`src/rtl/if_id_queue_pkg.sv`:
```
// Shared pipeline constants for the fetch/decode boundary: bus widths, enable
// polarities and the reset value of the decode-facing instruction word.
package if_id_queue_pkg;

    localparam int INST_ADDR_W = 32;
    localparam int INST_W      = 32;
    localparam int STALL_W     = 6;

    localparam logic RST_ENABLE    = 1'b1;
    localparam logic CHIP_ENABLE   = 1'b1;
    localparam logic STALL_ENABLE  = 1'b1;
    localparam logic STALL_DISABLE = 1'b0;

    localparam logic [INST_ADDR_W-1:0] ZERO_WORD = 32'h0000_0000;
    localparam logic [INST_W-1:0]      NOP_INST  = 32'h0000_0000;

    // Positions within the stall vector driven by the stall controller.
    localparam int STALL_PC_BIT = 0;
    localparam int STALL_ID_BIT = 1;

endpackage

```
`src/rtl/if_id_queue_sync_fifo.sv`:
```
// Generic synchronous FIFO: storage, wrapping pointers and occupancy count.
// Read data is the registered head (no bypass); push while full only lands with a same-cycle pop.
module sync_fifo #(
    parameter int DEPTH = 4,
    parameter int WIDTH = 64
) (
    input  logic             clk,
    input  logic             rst,
    input  logic             clear,
    input  logic             push_vld,
    input  logic             pop_vld,
    input  logic [WIDTH-1:0] wr_dat,
    output logic [WIDTH-1:0] rd_dat,
    output logic             full,
    output logic             empty
);
    import if_id_queue_pkg::*;

    localparam int AW = $clog2(DEPTH);
    localparam int CW = AW + 1;

    logic [WIDTH-1:0] mem_q [DEPTH];
    logic [WIDTH-1:0] mem_d [DEPTH];
    logic [AW-1:0]    wr_ptr_q, wr_ptr_d;
    logic [AW-1:0]    rd_ptr_q, rd_ptr_d;
    logic [CW-1:0]    count_q, count_d;
    logic             push_ok;
    logic             pop_ok;

    assign full    = (count_q == CW'(DEPTH));
    assign empty   = (count_q == '0);
    assign pop_ok  = pop_vld && !empty;
    assign push_ok = push_vld && (!full || pop_ok);
    assign rd_dat  = mem_q[rd_ptr_q];

    always_comb begin
        mem_d    = mem_q;
        wr_ptr_d = wr_ptr_q;
        rd_ptr_d = rd_ptr_q;
        count_d  = count_q;
        if (clear) begin
            wr_ptr_d = '0;
            rd_ptr_d = '0;
            count_d  = '0;
        end else begin
            if (push_ok) begin
                mem_d[wr_ptr_q] = wr_dat;
                wr_ptr_d        = wr_ptr_q + AW'(1);
            end
            if (pop_ok) begin
                rd_ptr_d = rd_ptr_q + AW'(1);
            end
            // Matched push+pop leaves occupancy untouched.
            if (push_ok && !pop_ok) begin
                count_d = count_q + CW'(1);
            end else if (pop_ok && !push_ok) begin
                count_d = count_q - CW'(1);
            end
        end
    end

    always_ff @(posedge clk) begin
        if (rst == RST_ENABLE) begin
            wr_ptr_q <= '0;
            rd_ptr_q <= '0;
            count_q  <= '0;
        end else begin
            wr_ptr_q <= wr_ptr_d;
            rd_ptr_q <= rd_ptr_d;
            count_q  <= count_d;
        end
    end

    // Storage carries no reset; only valid entries are ever presented.
    always_ff @(posedge clk) begin
        mem_q <= mem_d;
    end

endmodule

```
`src/rtl/if_id_queue.sv`:
```
// Fetch-to-decode queue: captures each advancing (pc, inst) pair; head visible one cycle after push.
// Raises stallreq_if when full so the PC holds; a push into a full queue without a pop is dropped and flagged.
module if_id_queue
    import if_id_queue_pkg::*;
#(
    parameter int DEPTH  = 4,
    parameter int ADDR_W = INST_ADDR_W,
    parameter int DATA_W = INST_W
) (
    input  logic               clk,
    input  logic               rst,
    input  logic [ADDR_W-1:0]  if_pc,
    input  logic               if_ce,
    input  logic [DATA_W-1:0]  if_inst,
    input  logic [STALL_W-1:0] ctrl_stall,
    input  logic               flush,
    output logic [ADDR_W-1:0]  id_pc,
    output logic [DATA_W-1:0]  id_inst,
    output logic               id_valid,
    output logic               stallreq_if,
    output logic               ovf_err
);

    typedef struct packed {
        logic [ADDR_W-1:0] pc;
        logic [DATA_W-1:0] inst;
    } fetch_t;

    fetch_t wr_dat;
    fetch_t rd_dat;
    logic   push_vld;
    logic   pop_vld;
    logic   fifo_full;
    logic   fifo_empty;
    logic   ovf_err_q, ovf_err_d;
    logic   unused_stall_bits;

    // Push mirrors the PC-advance condition, so every fetched pc lands exactly once.
    assign push_vld = (if_ce == CHIP_ENABLE)
                   && (ctrl_stall[STALL_PC_BIT] == STALL_DISABLE) && !flush;
    assign pop_vld  = id_valid
                   && (ctrl_stall[STALL_ID_BIT] == STALL_DISABLE) && !flush;

    assign wr_dat.pc   = if_pc;
    assign wr_dat.inst = if_inst;

    sync_fifo #(
        .DEPTH (DEPTH),
        .WIDTH ($bits(fetch_t))
    ) u_fifo (
        .clk      (clk),
        .rst      (rst),
        .clear    (flush),
        .push_vld (push_vld),
        .pop_vld  (pop_vld),
        .wr_dat   (wr_dat),
        .rd_dat   (rd_dat),
        .full     (fifo_full),
        .empty    (fifo_empty)
    );

    assign id_valid    = !fifo_empty;
    assign id_pc       = id_valid ? rd_dat.pc   : ADDR_W'(ZERO_WORD);
    assign id_inst     = id_valid ? rd_dat.inst : DATA_W'(NOP_INST);
    assign stallreq_if = fifo_full;
    assign ovf_err     = ovf_err_q;

    // Sticky until reset; flush deliberately leaves it set.
    always_comb begin
        ovf_err_d = ovf_err_q;
        if (push_vld && fifo_full && !pop_vld) begin
            ovf_err_d = 1'b1;
        end
    end

    always_ff @(posedge clk) begin
        if (rst == RST_ENABLE) begin
            ovf_err_q <= 1'b0;
        end else begin
            ovf_err_q <= ovf_err_d;
        end
    end

    assign unused_stall_bits = ^ctrl_stall[STALL_W-1:2];

endmodule

```
`config.mk`:
```
export PLATFORM = sky130hd
export DESIGN_NAME = if_id_queue
export DESIGN_NICKNAME = d
export VERILOG_FILES = /design/src/rtl/if_id_queue_pkg.sv /design/src/rtl/if_id_queue_sync_fifo.sv /design/src/rtl/if_id_queue.sv
export SDC_FILE = /design/constraint.sdc
export NUM_CORES = 1
export LEC_CHECK = 0
export ABC_AREA = 1
export BUFFER_PORTS_ARGS = -buffer_cell sky130_fd_sc_hd__buf_4
export CORE_UTILIZATION = 40
export CTS_BUF_LIST = sky130_fd_sc_hd__clkbuf_16
export DETAILED_ROUTE_END_ITERATION = 16
export HOLD_SLACK_MARGIN = 0.06
export SLEW_MARGIN = 20
export SYNTH_ARGS = -nofsm -noshare
export SYNTH_HDL_FRONTEND = slang
export SYNTH_SLANG_ARGS = --single-unit
```
`constraint.sdc`:
```
create_clock -name clk -period 8.1 [get_ports clk]
set_clock_uncertainty 0.15 [all_clocks]
set_input_delay 0.81 -clock clk [delete_from_list [all_inputs] [get_ports clk]]
set_output_delay 0.81 -clock clk [all_outputs]
set_load 0.005 [all_outputs]
```
Yosys cells after proc, flatten, opt, wreduce, memory -nomap -nowiden. Cells that the tools add are included.

Equality and inequality tests: 1. Muxes and demuxes: 10. Add/subtract/negate cells: 4. Bitwise logic cells: 5. Order comparisons: 3. Reduce and logical (&&, ||, !) cells: 22.

Operator list (number): $bwmux W256 (1); $mux W64 (3); $bmux W64 S2 (1); $demux W64 S2 (1); $mux W32 (2); $logic_and A1 B1 Y1 (11); $ge A3 B3 Y1 const B (2); $logic_not A1 Y1 (6); $mux W3 (2); $not A2 Y3 (2); $add A2 B1 Y2 const B (2); $add A3 B1 Y3 const B (1); $eq A3 B3 Y1 const B (1); $logic_not A3 Y1 (1); $lt A3 B1 Y1 const B (1); $not A1 Y1 (3); $sub A3 B1 Y3 const B (1); $reduce_and A2 Y1 (1); $reduce_bool A2 Y1 (1); $reduce_or A2 Y1 (1); $logic_or A1 B1 Y1 (1).

Input bits: 74. Output and inout port bits: 67. Register bits after elaboration: 264. Word-level logic and storage cells: 53.

Longest topological paths before layout. Gate-level depths: netlist (run 1).

Word-level depth: 11. Depth in mapped cells: 14. Depth with buffers taken out: 14.

Modules after synthesis. A second synthesis (run 1) with hierarchy kept.

Cells, all modules: 837. Area, all modules: 10486.3 µm².

By module, submodules not included: sync_fifo (seq. area each 7827.5 µm², area an instance 9879.5 µm², times used 1, cells each 690); if_id_queue (seq. area each 20.0 µm², area an instance 606.8 µm², times used 1, cells each 147).

Worst setup path after synthesis (run 1). OpenSTA, ideal clock, no wires.

Kind: in2reg. From: in ctrl_stall[0]. To: reg u_fifo.mem_q[0] (netlist bit) (enable). Data arrival time: 3.967 ns. Path buffers: 0. Slack: 3.496 ns. Library setup time: 0.486 ns. Stages on the path: 5. Required time: 7.464 ns. Path through: inv_1 > nand2_1 > nor2_1 > nand2_1 > nor2_1.

Cells in the longest elaborated chain, start to end: 5.

Ends and longest elaborated chain: start: declaration (line if_id_queue.sv:15) `input logic [STALL_W-1:0] ctrl_stall,`; $not A1 Y1 (line if_id_queue.sv:40) `&& (ctrl_stall[STALL_PC_BIT] == STALL_DISABLE) && !flush;`; $logic_and A1 B1 Y1 (2 in a row) (line if_id_queue.sv:40); $logic_and A1 B1 Y1 (line if_id_queue_sync_fifo.sv:33) `assign push_ok = push_vld && (!full || pop_ok);`; $reduce_and A2 Y1 (no line); end signal: assignment (line if_id_queue_sync_fifo.sv:76) `mem_q <= mem_d;`; end: declaration (line if_id_queue_sync_fifo.sv:22) `logic [WIDTH-1:0] mem_q [DEPTH];`.

No other way between the ends. A chain may end at the register's enable or synchronous reset.

Worst setup path after layout (run 1).
From: reg u_fifo.rd_ptr_q[0]. To: out id_inst[27].

Cells in the longest elaborated chain, start to end: 5.

Ends and longest elaborated chain: start: declaration (line if_id_queue_sync_fifo.sv:25) `logic [AW-1:0] rd_ptr_q, rd_ptr_d;`; start signal: assignment (line if_id_queue_sync_fifo.sv:69) `rd_ptr_q <= rd_ptr_d;`; $not A2 Y3 (not written as such) (line if_id_queue_sync_fifo.sv:34) `assign rd_dat = mem_q[rd_ptr_q];`; $bmux W64 S2 (line if_id_queue_sync_fifo.sv:34); $mux W64 (not written as such) (2 in a row) (line if_id_queue_sync_fifo.sv:34); $mux W32 (line if_id_queue.sv:64) `assign id_inst = id_valid ? rd_dat.inst : DATA_W'(NOP_INST);`; end: declaration (line if_id_queue.sv:18) `output logic [DATA_W-1:0] id_inst,`.

No other way between the ends. The select of a mux whose other input is x is not followed.

==> results of run 1 <==
area by class of cell:
| class | count | area (um2) | share of cell area [%] |
|---|---|---|---|
| Clock inverter | 16 | 93.8 | 0.750 |
| Multi-Input combinational cell | 499 | 2220 | 17.8 |
| Sequential cell | 264 | 7850 | 62.7 |
| Tap cell | 330 | 413 | 3.30 |
| Clock buffer | 29 | 726 | 5.80 |
| Inverter | 22 | 85.1 | 0.680 |
| Timing Repair Buffer | 146 | 1120 | 8.95 |
kinds of logic (layout without fill, tap and decap cells):
logic type | Yosys count | in the layout | synth area share, %
AOI/OAI and AO/OA | 198 | 198 | 9.53
xor gates and xnor gates | 1 | 1 | 0.0842
adders and majority gates | 6 | 6 | 0.794
buffers and inverters | 71 | 213 | 3.46
and+or+nand+nor | 294 | 294 | 10.7
DFF | 264 | 264 | 75.4
worst max-delay path: cells and delay by family, from the launching register on:
| family | cells | cell delay, ns |
|---|---|---|
| AO/OA/AOI/OAI | 2 | 0.33 |
| buffers and inverters | 2 | 0.98 |
| flip-flops | 1 | 0.71 |
| AND/OR/NAND/NOR | 2 | 0.22 |
registers in the layout, indices dropped and copies added, names as in the netlist:
register	cells
u_fifo.count_q	3
u_fifo.wr_ptr_q	2
u_fifo.mem_q	256
ovf_err	1
u_fifo.rd_ptr_q	2
metrics by stage:
step	cell area (um2)	hold WS (ns)	worst slack, ns
5_1_grt	12500	0.277	4.05
4_1_cts	12500	0.262	4.15
2_1_floorplan	10400	0.291	3.50
6_report	12500	0.291	4.26
3_3_place_gp	11700	0.289	4.26
3_5_place_dp	11700	0.290	4.28
power by group:
| group | total [mW] | internal [mW] | switching, mW |
|---|---|---|---|
| Clock | 1.14 | 0.667 | 0.474 |
| Combinational | 0.128 | 0.0572 | 0.0708 |
| Sequential | 1.52 | 1.51 | 0.00416 |
synthesized netlist by cell type (all sizes together):
master	n
edfxtp	256
dfxtp	8
buf	36
xor2	1
a21oi	70
nand3	7
o21ai	128
ha	5
inv	22
fa	1
clkbuf	13
nor2	268
nand2	19
per-layer routing:
metal  vias to the layer above  global-route usage [%]  routed length (um)
met5                         -                       0                   0
met4                         0                    4.67                 531
met3                        32                    3.48                1230
met2                       140                    28.2               10500
met1                      3097                    20.9                9420
li1                       3181                       -                   -
path summary, 6_finish.rpt:
kind / start / endpoint / slack [ns] / cells after the start
worst max-delay path: u_fifo.rd_ptr_q[0]$_SDFFE_PP0P_ / id_inst[27] / 4.26 / 6
worst min-delay path: rst / ovf_err$_SDFFE_PP0P_ / 0.29 / 2
worst max register to register: u_fifo.count_q[0]$_SDFFE_PP0P_ / u_fifo.mem_q[239]$_DFFE_PP_ / 5.06 / 5
worst min register to register: ovf_err$_SDFFE_PP0P_ / ovf_err$_SDFFE_PP0P_ / 0.30 / 2
==> qor.txt, run 1 <==
Netlist Area Pre-Place -> 10400 um2
vias -> 6450
WS Path Type -> reg -> out
commonest non-fill, non-tap cell in the layout -> nor2_1
CORE AREA -> 25300 um2
leading area contributor after synthesis -> edfxtp_1
number of synthesized register bits -> 264
die footprint -> 26700 um2
Pleak -> 4.49 nW
number of I/O port buffers -> 136
DR pass1 iterations -> 4
fillcell total -> 2218
Final Core Density -> 49.4%
Max Cap Violations -> 0
Hold Crit Class -> in -> reg
total power -> 2.78 mW
vias in the first global route -> 6218
estimated wirelength of the detail-placed design -> 11100 um
VDD IR max -> 0.000168 V
post-CTS sizing -> 0
PwrDens -> 223 nW/um2
final hold viol count -> 0
CTS clock-pin slew for the worst setup and hold paths -> 0.06 ns
Ys Warns -> 0
first-pass GRT wire length -> 33400 um
Final setup viols -> 0
Total GRT Usage -> 16.4%
crit-path cells -> buf_4, nor2_1, nor2_1, o21ai_1, a21oi_1, buf_4
setup TNS -> 0 ns
CTS tree -> yes
Least-Margin Pin Slew -> 1.06 ns
Slew HR -> 29.3%
CP endpoint kind -> primary output
Critical Path Start Type -> register
Final min period -> 3.84 ns
synth top area cells -> edfxtp_1 74%, nor2_1 9.7%, o21ai_1 3.6%
largest net degree at the start of global routing -> 109
grt ovf -> 0
drt drc -> 0
CTS sink count -> 264
post-synthesis sequential area ratio -> 75.4%
final wirelength -> 21700 um
wire length per cell -> 16.6 um
fmax -> 261 MHz
antenna violation net count after detailed routing -> 0
CTS Buffer Depth -> 3
Layout Nets -> 1041
initial antenna violation count -> 0
hold buffer count at CTS -> 0
Post-Synthesis Cells -> 834
Layout area overhead -> 20.3%
Placed Cells -> 1261
unrepaired setup endpoints after global routing -> false
Critical Path Max Stage Delay -> 0.82 ns
layout cell share with drive strength beyond 1 -> 19.4%
ANT cells -> 0
max-slew violation count -> 0
postcts setup bufs -> 0
CTS root buffer -> clkbuf_16
Avg Cell Area, Syn -> 12.5 um2
Die Height -> 163 um
Worst EP arrival -> 2.88 ns
H-tree depth -> 1
Die X -> 163 um
Critical Path RT -> 7.14 ns
std cell rows -> 58
syn nets -> 914
final worst-path cycle share -> 47.4%
worst-path maximum fanout -> 84
outcome -> completed
Vias/cell -> 4.94
drt initial violations -> 434
I/O Pins -> 141
Synth cell types -> 19
Worst path slowest cell -> buf_4
Worst-Skew Late Latency -> 0.53 ns
RD Place Congestion -> 0.723
initial core utilization -> 41.1%
Yosys top cell area share -> 73.9%
CTS Buf Count -> 28
most frequent cells in the layout -> 264 x nor2_1, 256 x edfxtp_1, 144 x buf_4
Finished Layout Cells -> 1306
(Power assumes the default switching activity.)
==> run 2, diff against run 1 <==
Clock period 8.1 ns to 3.1 ns, I/O delays scaled along.
==> run 2 against run 1 <==
- worst setup slack worse by 3.8 ns
- critical path depth is the same
- clock-buffer cell count stayed put
- sequential share of layout area is 4.1 points lower
- register-to-register slack got worse by 4.1 ns
- global-route usage is 0.66 points higher
- critical path type unchanged
- largest cell class unchanged
- final cell count is 6.1% higher
- largest power group unchanged
- wire length grew 3.5%
- non-clock buffer count increased by 74
- highest routed layer unchanged
- design area increased by 7.0%
- first-iteration DRC count decreased by 20%
==> qor.txt, run 2 (synthesis gave the netlist of run 1 again) <==
outcome -> completed
crit-path cells -> buf_4, nor2_1, nor2_1, o21ai_0, a21oi_1, buf_4
DR pass1 iterations -> 4 (unchanged)
Slew HR -> 40.9% (+12 points)
antenna violation net count after detailed routing -> 0 (unchanged)
WP buf/inv -> 2 (unchanged)
wire length per cell -> 16.2 um (-2.4%)
CTS Buffer Depth -> 3 (unchanged)
Biggest register -> u_fifo.mem_q
Final min period -> 2.65 ns
ANT cells -> 0 (unchanged)
Finished Layout Cells -> 1386 (+6.1%)
Max Cap Violations -> 0 (unchanged)
setup TNS -> 0 ns (unchanged)
vias -> 6766 (+4.9%)
PwrDens -> 574 nW/um2 (+160%)
vias in the first global route -> 6741 (+8.4%)
worst-path maximum fanout -> 42 (-50%)
RD Place Congestion -> 0.725 (+0.25%)
Worst-Skew Late Latency -> 0.53 ns (about the same)
WS Path Type -> reg -> out
Worst EP arrival -> 2.19 ns (-0.69 ns)
initial core utilization -> 41.1% (unchanged)
CTS sink count -> 264 (unchanged)
die footprint -> 26700 um2 (unchanged)
Layout Nets -> 1115 (+7.1%)
unrepaired setup endpoints after global routing -> false
Placed Cells -> 1268 (+0.56%)
Die X -> 163 um (unchanged)
CTS clock-pin slew for the worst setup and hold paths -> 0.06 ns (about the same)
Final Core Density -> 52.9% (+3.5 points)
I/O Pins -> 141 (unchanged)
fmax -> 377 MHz
number of I/O port buffers -> 136 (unchanged)
final worst-path cycle share -> 85.5%
Total GRT Usage -> 17.1% (+0.66 points)
max FFs per register -> 256 (unchanged)
Critical Path Max Stage Delay -> 0.51 ns (-0.31 ns)
most frequent cells in the layout -> 264 x nor2_1, 256 x edfxtp_1, 147 x buf_4
estimated wirelength of the detail-placed design -> 11400 um (+2.3%)
final hold viol count -> 0 (unchanged)
CTS root buffer -> clkbuf_16
Worst path slowest cell -> dfxtp_4
CTS tree -> yes
Critical Path RT -> 2.64 ns (-4.50 ns)
commonest non-fill, non-tap cell in the layout -> nor2_1
Critical Path Start Type -> register
max-slew violation count -> 0 (unchanged)
H-tree depth -> 1 (unchanged)
PnR worst setup slack -> 0.451 ns (-3.81 ns)
VDD IR max -> 0.000432 V (+160%)
Place WS -> 0.827 ns (-3.45 ns)
Hold Crit Class -> in -> reg
final wirelength -> 22500 um (+3.5%)
Vias/cell -> 4.88 (-1.2%)
delay-heaviest family, CP -> buffers and inverters
CTS Buf Count -> 28 (unchanged)
layout cell share with drive strength beyond 1 -> 19.0% (-0.33 points)
Top Registers -> u_fifo.mem_q (256), u_fifo.count_q (3)
Pleak -> 4.88 nW (+8.6%)
largest net degree at the start of global routing -> 131 (+20%)
CP endpoint kind -> primary output
drt drc -> 0 (unchanged)
Final setup viols -> 0 (unchanged)
grt ovf -> 0 (unchanged)
Die Height -> 163 um (unchanged)
Layout area overhead -> 28.8%
Min Hold Slack -> 0.108 ns (-0.183 ns)
post-CTS sizing -> 0 (unchanged)
CORE AREA -> 25300 um2 (unchanged)
drt initial violations -> 347 (-20%)
Least-Margin Pin Slew -> 0.887 ns (-0.174 ns)
first-pass GRT wire length -> 35200 um (+5.3%)
initial antenna violation count -> 0 (unchanged)
std cell rows -> 58 (unchanged)
-- run 2: cell types whose count changed in the layout (fill, tap and decap cells not counted) --
cell           previous run  this run
bufinv_16                 1         4
buf_12                    0         6
buf_6                     1         0
clkinv_2                  3         4
buf_4                   144       147
buf_16                    1         0
dlygate4sd3_1             0        67
inv_6                     0         1
clkinv_1                  7         8
-- run 2: timing repair --
action | in CTS | in global routing
hold buffers | 67 | 0
hold endpoints to repair | 264 | 0
setup buffers | 0 | 0
-- run 2: layout make-up --
class | count | area [um2]
clock buffers | 29 | 726
multi-input cells | 499 | 2220
clock inverters | 22 | 201
fillers | 2112 | 11900
repair buffers | 220 | 1890
inverters | 22 | 85.1
well taps | 330 | 413
flip-flops and latches | 264 | 7850
-- run 2: power by group --
group | leakage (nW) | switching [mW] | internal, mW | total, mW
combinational | 2.03 | 0.203 | 0.208 | 0.412
sequential | 2.38 | 0.00964 | 3.95 | 3.96
clock | 0.468 | 1.31 | 2.01 | 3.32
-- run 2: stage by stage --
stage	total power, mW	instance area [um2]
2_1_floorplan	4.17	10400
3_3_place_gp	4.37	11800
3_5_place_dp	4.38	11800
6_report	7.69	13400
5_1_grt	7.96	13400
4_1_cts	7.77	13400
-- run 2: worst register-to-register path, cell delays in order (launching register included) --
cell and delay [ns]:
dfxtp_1 0.40, nor2_1 0.10, nand3_1 0.17, nand2_1 0.07, buf_4 0.18, inv_1 0.06, ha_1 0.16, inv_1 0.07
fa_1 0.38, inv_1 0.06, nand2_1 0.04, nand3_1 0.09, nand2_1 0.05, nand2_1 0.05, nor2_1 0.04
-- run 2: metal layers --
layer / global-route usage [%] / wire length (um)
met1: 21.6 / 9570
met2: 30.0 / 11300
met3: 3.33 / 1310
met4: 4.08 / 335
met5: 0 / 0
-- run 2: worst paths after layout --
path / endpoint / slack (ns) / from / cells past startpoint
min: u_fifo.rd_ptr_q[0]$_SDFFE_PP0P_ / 0.11 / ctrl_stall[1] / 6
min reg2reg: u_fifo.count_q[1]$_SDFFE_PP0P_ / 0.36 / u_fifo.count_q[1]$_SDFFE_PP0P_ / 2
max reg2reg: u_fifo.count_q[2]$_SDFFE_PP0P_ / 0.92 / u_fifo.count_q[0]$_SDFFE_PP0P_ / 14
max: id_pc[0] / 0.45 / u_fifo.rd_ptr_q[0]$_SDFFE_PP0P_ / 6
==> run 3, diff against run 2 <==
Settings changed: CORE_UTILIZATION 40 to 52, PLACE_DENSITY set to 0.76.
==> run 3 against run 2 <==
- clock power down 11%
- design area fell by 1.4%
- worst hold slack gained 0.013 ns
- largest power group unchanged
- critical path type unchanged
- first-iteration DRC count increased by 23%
- register-to-register slack lost 0.20 ns
- final cell count down 4.8%
- non-clock buffer count did not move
- global-route usage up 4.8 points
- sequential share of layout area up 0.82 points
==> qor.txt, run 3 (synthesis gave the netlist of run 1 again) <==
outcome -> completed
CTS root buffer -> clkbuf_16
Critical Path Start Type -> register
Layout Nets -> 1114 (-0.090%)
combinational share of power -> 5.7% (+0.3 points)
H-tree depth -> 1 (unchanged)
CTS Buf Count -> 27 (-3.6%)
initial antenna violation count -> 0 (unchanged)
Least-Margin Pin Slew -> 0.864 ns (-0.0229 ns)
Slew HR -> 42.4% (+1.5 points)
DR pass1 iterations -> 7 (+3)
CORE AREA -> 19500 um2 (-23%)
ANT cells -> 0 (unchanged)
vias in the first global route -> 6913 (+2.6%)
Vias/cell -> 5.25 (+7.5%)
Worst-Skew Late Latency -> 0.53 ns (about the same)
die footprint -> 20600 um2 (-23%)
Critical Path RT -> 2.64 ns (about the same)
multi-input logic area -> 2220 um2 (unchanged)
Worst path slowest cell -> dfxtp_4
Place WS -> 0.710 ns (-0.116 ns)
Critical Path Max Stage Delay -> 0.53 ns (+0.02 ns)
vias -> 6924 (+2.3%)
Hold Crit Class -> in -> reg
DR WL met2 -> 11700 um (+3.8%)
worst-path maximum fanout -> 48 (+14%)
total power -> 7.34 mW (-4.6%)
number of I/O port buffers -> 136 (unchanged)
WP buf/inv -> 2 (unchanged)
Worst Reg-to-Reg Cells -> 13 (-1)
CTS sink count -> 264 (unchanged)
Top Registers -> u_fifo.mem_q (256), u_fifo.count_q (3)
final hold viol count -> 0 (unchanged)
max FFs per register -> 256 (unchanged)
Finished Layout Cells -> 1320 (-4.8%)
most frequent cells in the layout -> 264 x nor2_1, 256 x edfxtp_1, 147 x buf_4
fillcell total -> 1370 (-35%)
Die Height -> 143 um (-12%)
Worst EP arrival -> 2.27 ns (+0.08 ns)
CP endpoint kind -> primary output
fmax -> 366 MHz (-3.1%)
top sig layer -> met4
Pleak -> 4.86 nW (-0.26%)
Layout area overhead -> 27.0%
Final min period -> 2.73 ns (+0.0855 ns)
RD Place Congestion -> 0.804 (+11%)
sequential share of power -> 54.0% (+2.5 points)
CTS tree -> yes
postcts setup bufs -> 0 (unchanged)
worst flop-to-flop path endpoint -> u_fifo.count_q[2]$_SDFFE_PP0P_
post-CTS sizing -> 0 (unchanged)
Worst R2R Start -> u_fifo.count_q[0]$_SDFFE_PP0P_
first-pass GRT wire length -> 34300 um (-2.7%)
min-delay src -> ctrl_stall[1]
std cell rows -> 51 (-12%)
internal power -> 5.89 mW (-4.5%)
PnR worst setup slack -> 0.365 ns (-0.0855 ns)
PwrDens -> 555 nW/um2 (-3.3%)
layout cell share with drive strength beyond 1 -> 18.5% (-0.55 points)
Final setup viols -> 0 (unchanged)
commonest non-fill, non-tap cell in the layout -> nor2_1
I/O Pins -> 141 (unchanged)
worst hold stages -> 6 (unchanged)
Die X -> 143 um (-12%)
crit-path cells -> buf_4, nor2_1, nor2_1, o21ai_1, a21oi_1, buf_4
WS Path Type -> reg -> out
wire length per cell -> 16.9 um (+4.1%)
Biggest register -> u_fifo.mem_q
met3 wire length -> 1340 um (+2.4%)
metal1 wirelength -> 8960 um (-6.4%)
CTS clock-pin slew for the worst setup and hold paths -> 0.06 ns (about the same)
antenna violation net count after detailed routing -> 0 (unchanged)
final wirelength -> 22300 um (-0.87%)
Seq. cell area -> 7850 um2 (unchanged)
initial core utilization -> 53.3% (+12 points)
Clock power frac -> 40.4% (-2.8 points)
cell area after layout -> 13200 um2 (-1.4%)
CTS Buffer Depth -> 3 (unchanged)
VDD IR max -> 0.000521 V (+21%)
placed inst area -> 11700 um2 (-0.69%)
Hold EP -> u_fifo.rd_ptr_q[0]$_SDFFE_PP0P_
Min Hold Slack -> 0.121 ns (+0.0134 ns)
estimated wirelength of the detail-placed design -> 11700 um (+3.4%)
delay-heaviest family, CP -> buffers and inverters
Max Cap Violations -> 0 (unchanged)
drt initial violations -> 428 (+23%)
Net Sw Frac -> 19.7% (-0.097 points)
final worst-path cycle share -> 88.2% (+2.8 points)
largest net degree at the start of global routing -> 67 (-49%)
Worst R2R Setup Slack -> 0.72 ns (-0.20 ns)
max-slew violation count -> 0 (unchanged)
grt ovf -> 0 (unchanged)
drt drc -> 0 (unchanged)
sw power -> 1.44 mW (-5.1%)
Placed Cells -> 1203 (-5.1%)
unrepaired setup endpoints after global routing -> false
Total GRT Usage -> 21.9% (+4.8 points)
## run 3: cell types whose count changed in the layout (fill, tap and decap cells not counted)
cell,delta
inv_1,+8
clkinv_2,-1
clkinvlp_4,-1
clkinv_1,-3
clkbuf_16,-2
bufinv_16,-2
## run 3: worst max path at each step
stage / startpoint / endpoint / cells past startpoint
after floorplan: ctrl_stall[0] / u_fifo.mem_q[0]$_DFFE_PP_ / 5
after global placement: flush / u_fifo.count_q[2]$_SDFFE_PP0P_ / 15
after detailed placement: flush / u_fifo.count_q[2]$_SDFFE_PP0P_ / 15
after CTS: u_fifo.rd_ptr_q[0]$_SDFFE_PP0P_ / id_inst[14] / 6
after global routing: u_fifo.rd_ptr_q[0]$_SDFFE_PP0P_ / id_inst[22] / 6
final: u_fifo.rd_ptr_q[0]$_SDFFE_PP0P_ / id_inst[14] / 6
## run 3: cell type report
class,instances,area share [%]
Multi-Input combinational cell,499,16.8
Clock inverter,23,1.12
Inverter,22,0.644
Timing Repair Buffer,220,14.3
Tap cell,265,2.51
Sequential cell,264,59.4
Clock buffer,27,5.11
## run 3: metrics by stage
step | TNS [ns] | utilization, %
after floorplan | -256.95 | -
after global placement | 0 | 60.0
after detailed placement | 0 | 60.0
after CTS | 0 | 67.7
after global routing | 0 | 67.7
final | 0 | 67.7
## run 3: power by group through the flow
stage          Clock, mW  Sequential [mW]  Combinational [mW]
3_5_place_dp           0             4.03               0.346
2_1_floorplan          0             4.04               0.129
6_report            2.96             3.96               0.415
4_1_cts             3.00             3.96               0.416
3_3_place_gp           0             4.03               0.336
5_1_grt             3.14             3.96               0.455
## run 3: per-layer routing
metal	GRT usage, %	vias to the layer above
met4	6.27	0
met1	25.6	3352
met3	4.67	27
met5	0	-
met2	40.2	214
li1	-	3331
## run 3: worst reg2reg max path, stage by stage, from the launching register on
cell and delay, ns:
dfxtp_1 0.40, nor2_1 0.11, nand3_1 0.19, nand2_1 0.28, inv_1 0.12, ha_1 0.19, inv_1 0.07, fa_1 0.39
inv_1 0.07, nand2_1 0.04, nand3_1 0.10, nand2_1 0.07, nand2_1 0.06, nor2_1 0.04
## run 3: repair_timing
action / 4_1_cts / 5_1_grt
hold buffers: 67 / 0
endpoints found under the setup margin: 0 / 0
endpoints found under the hold margin: 264 / 0
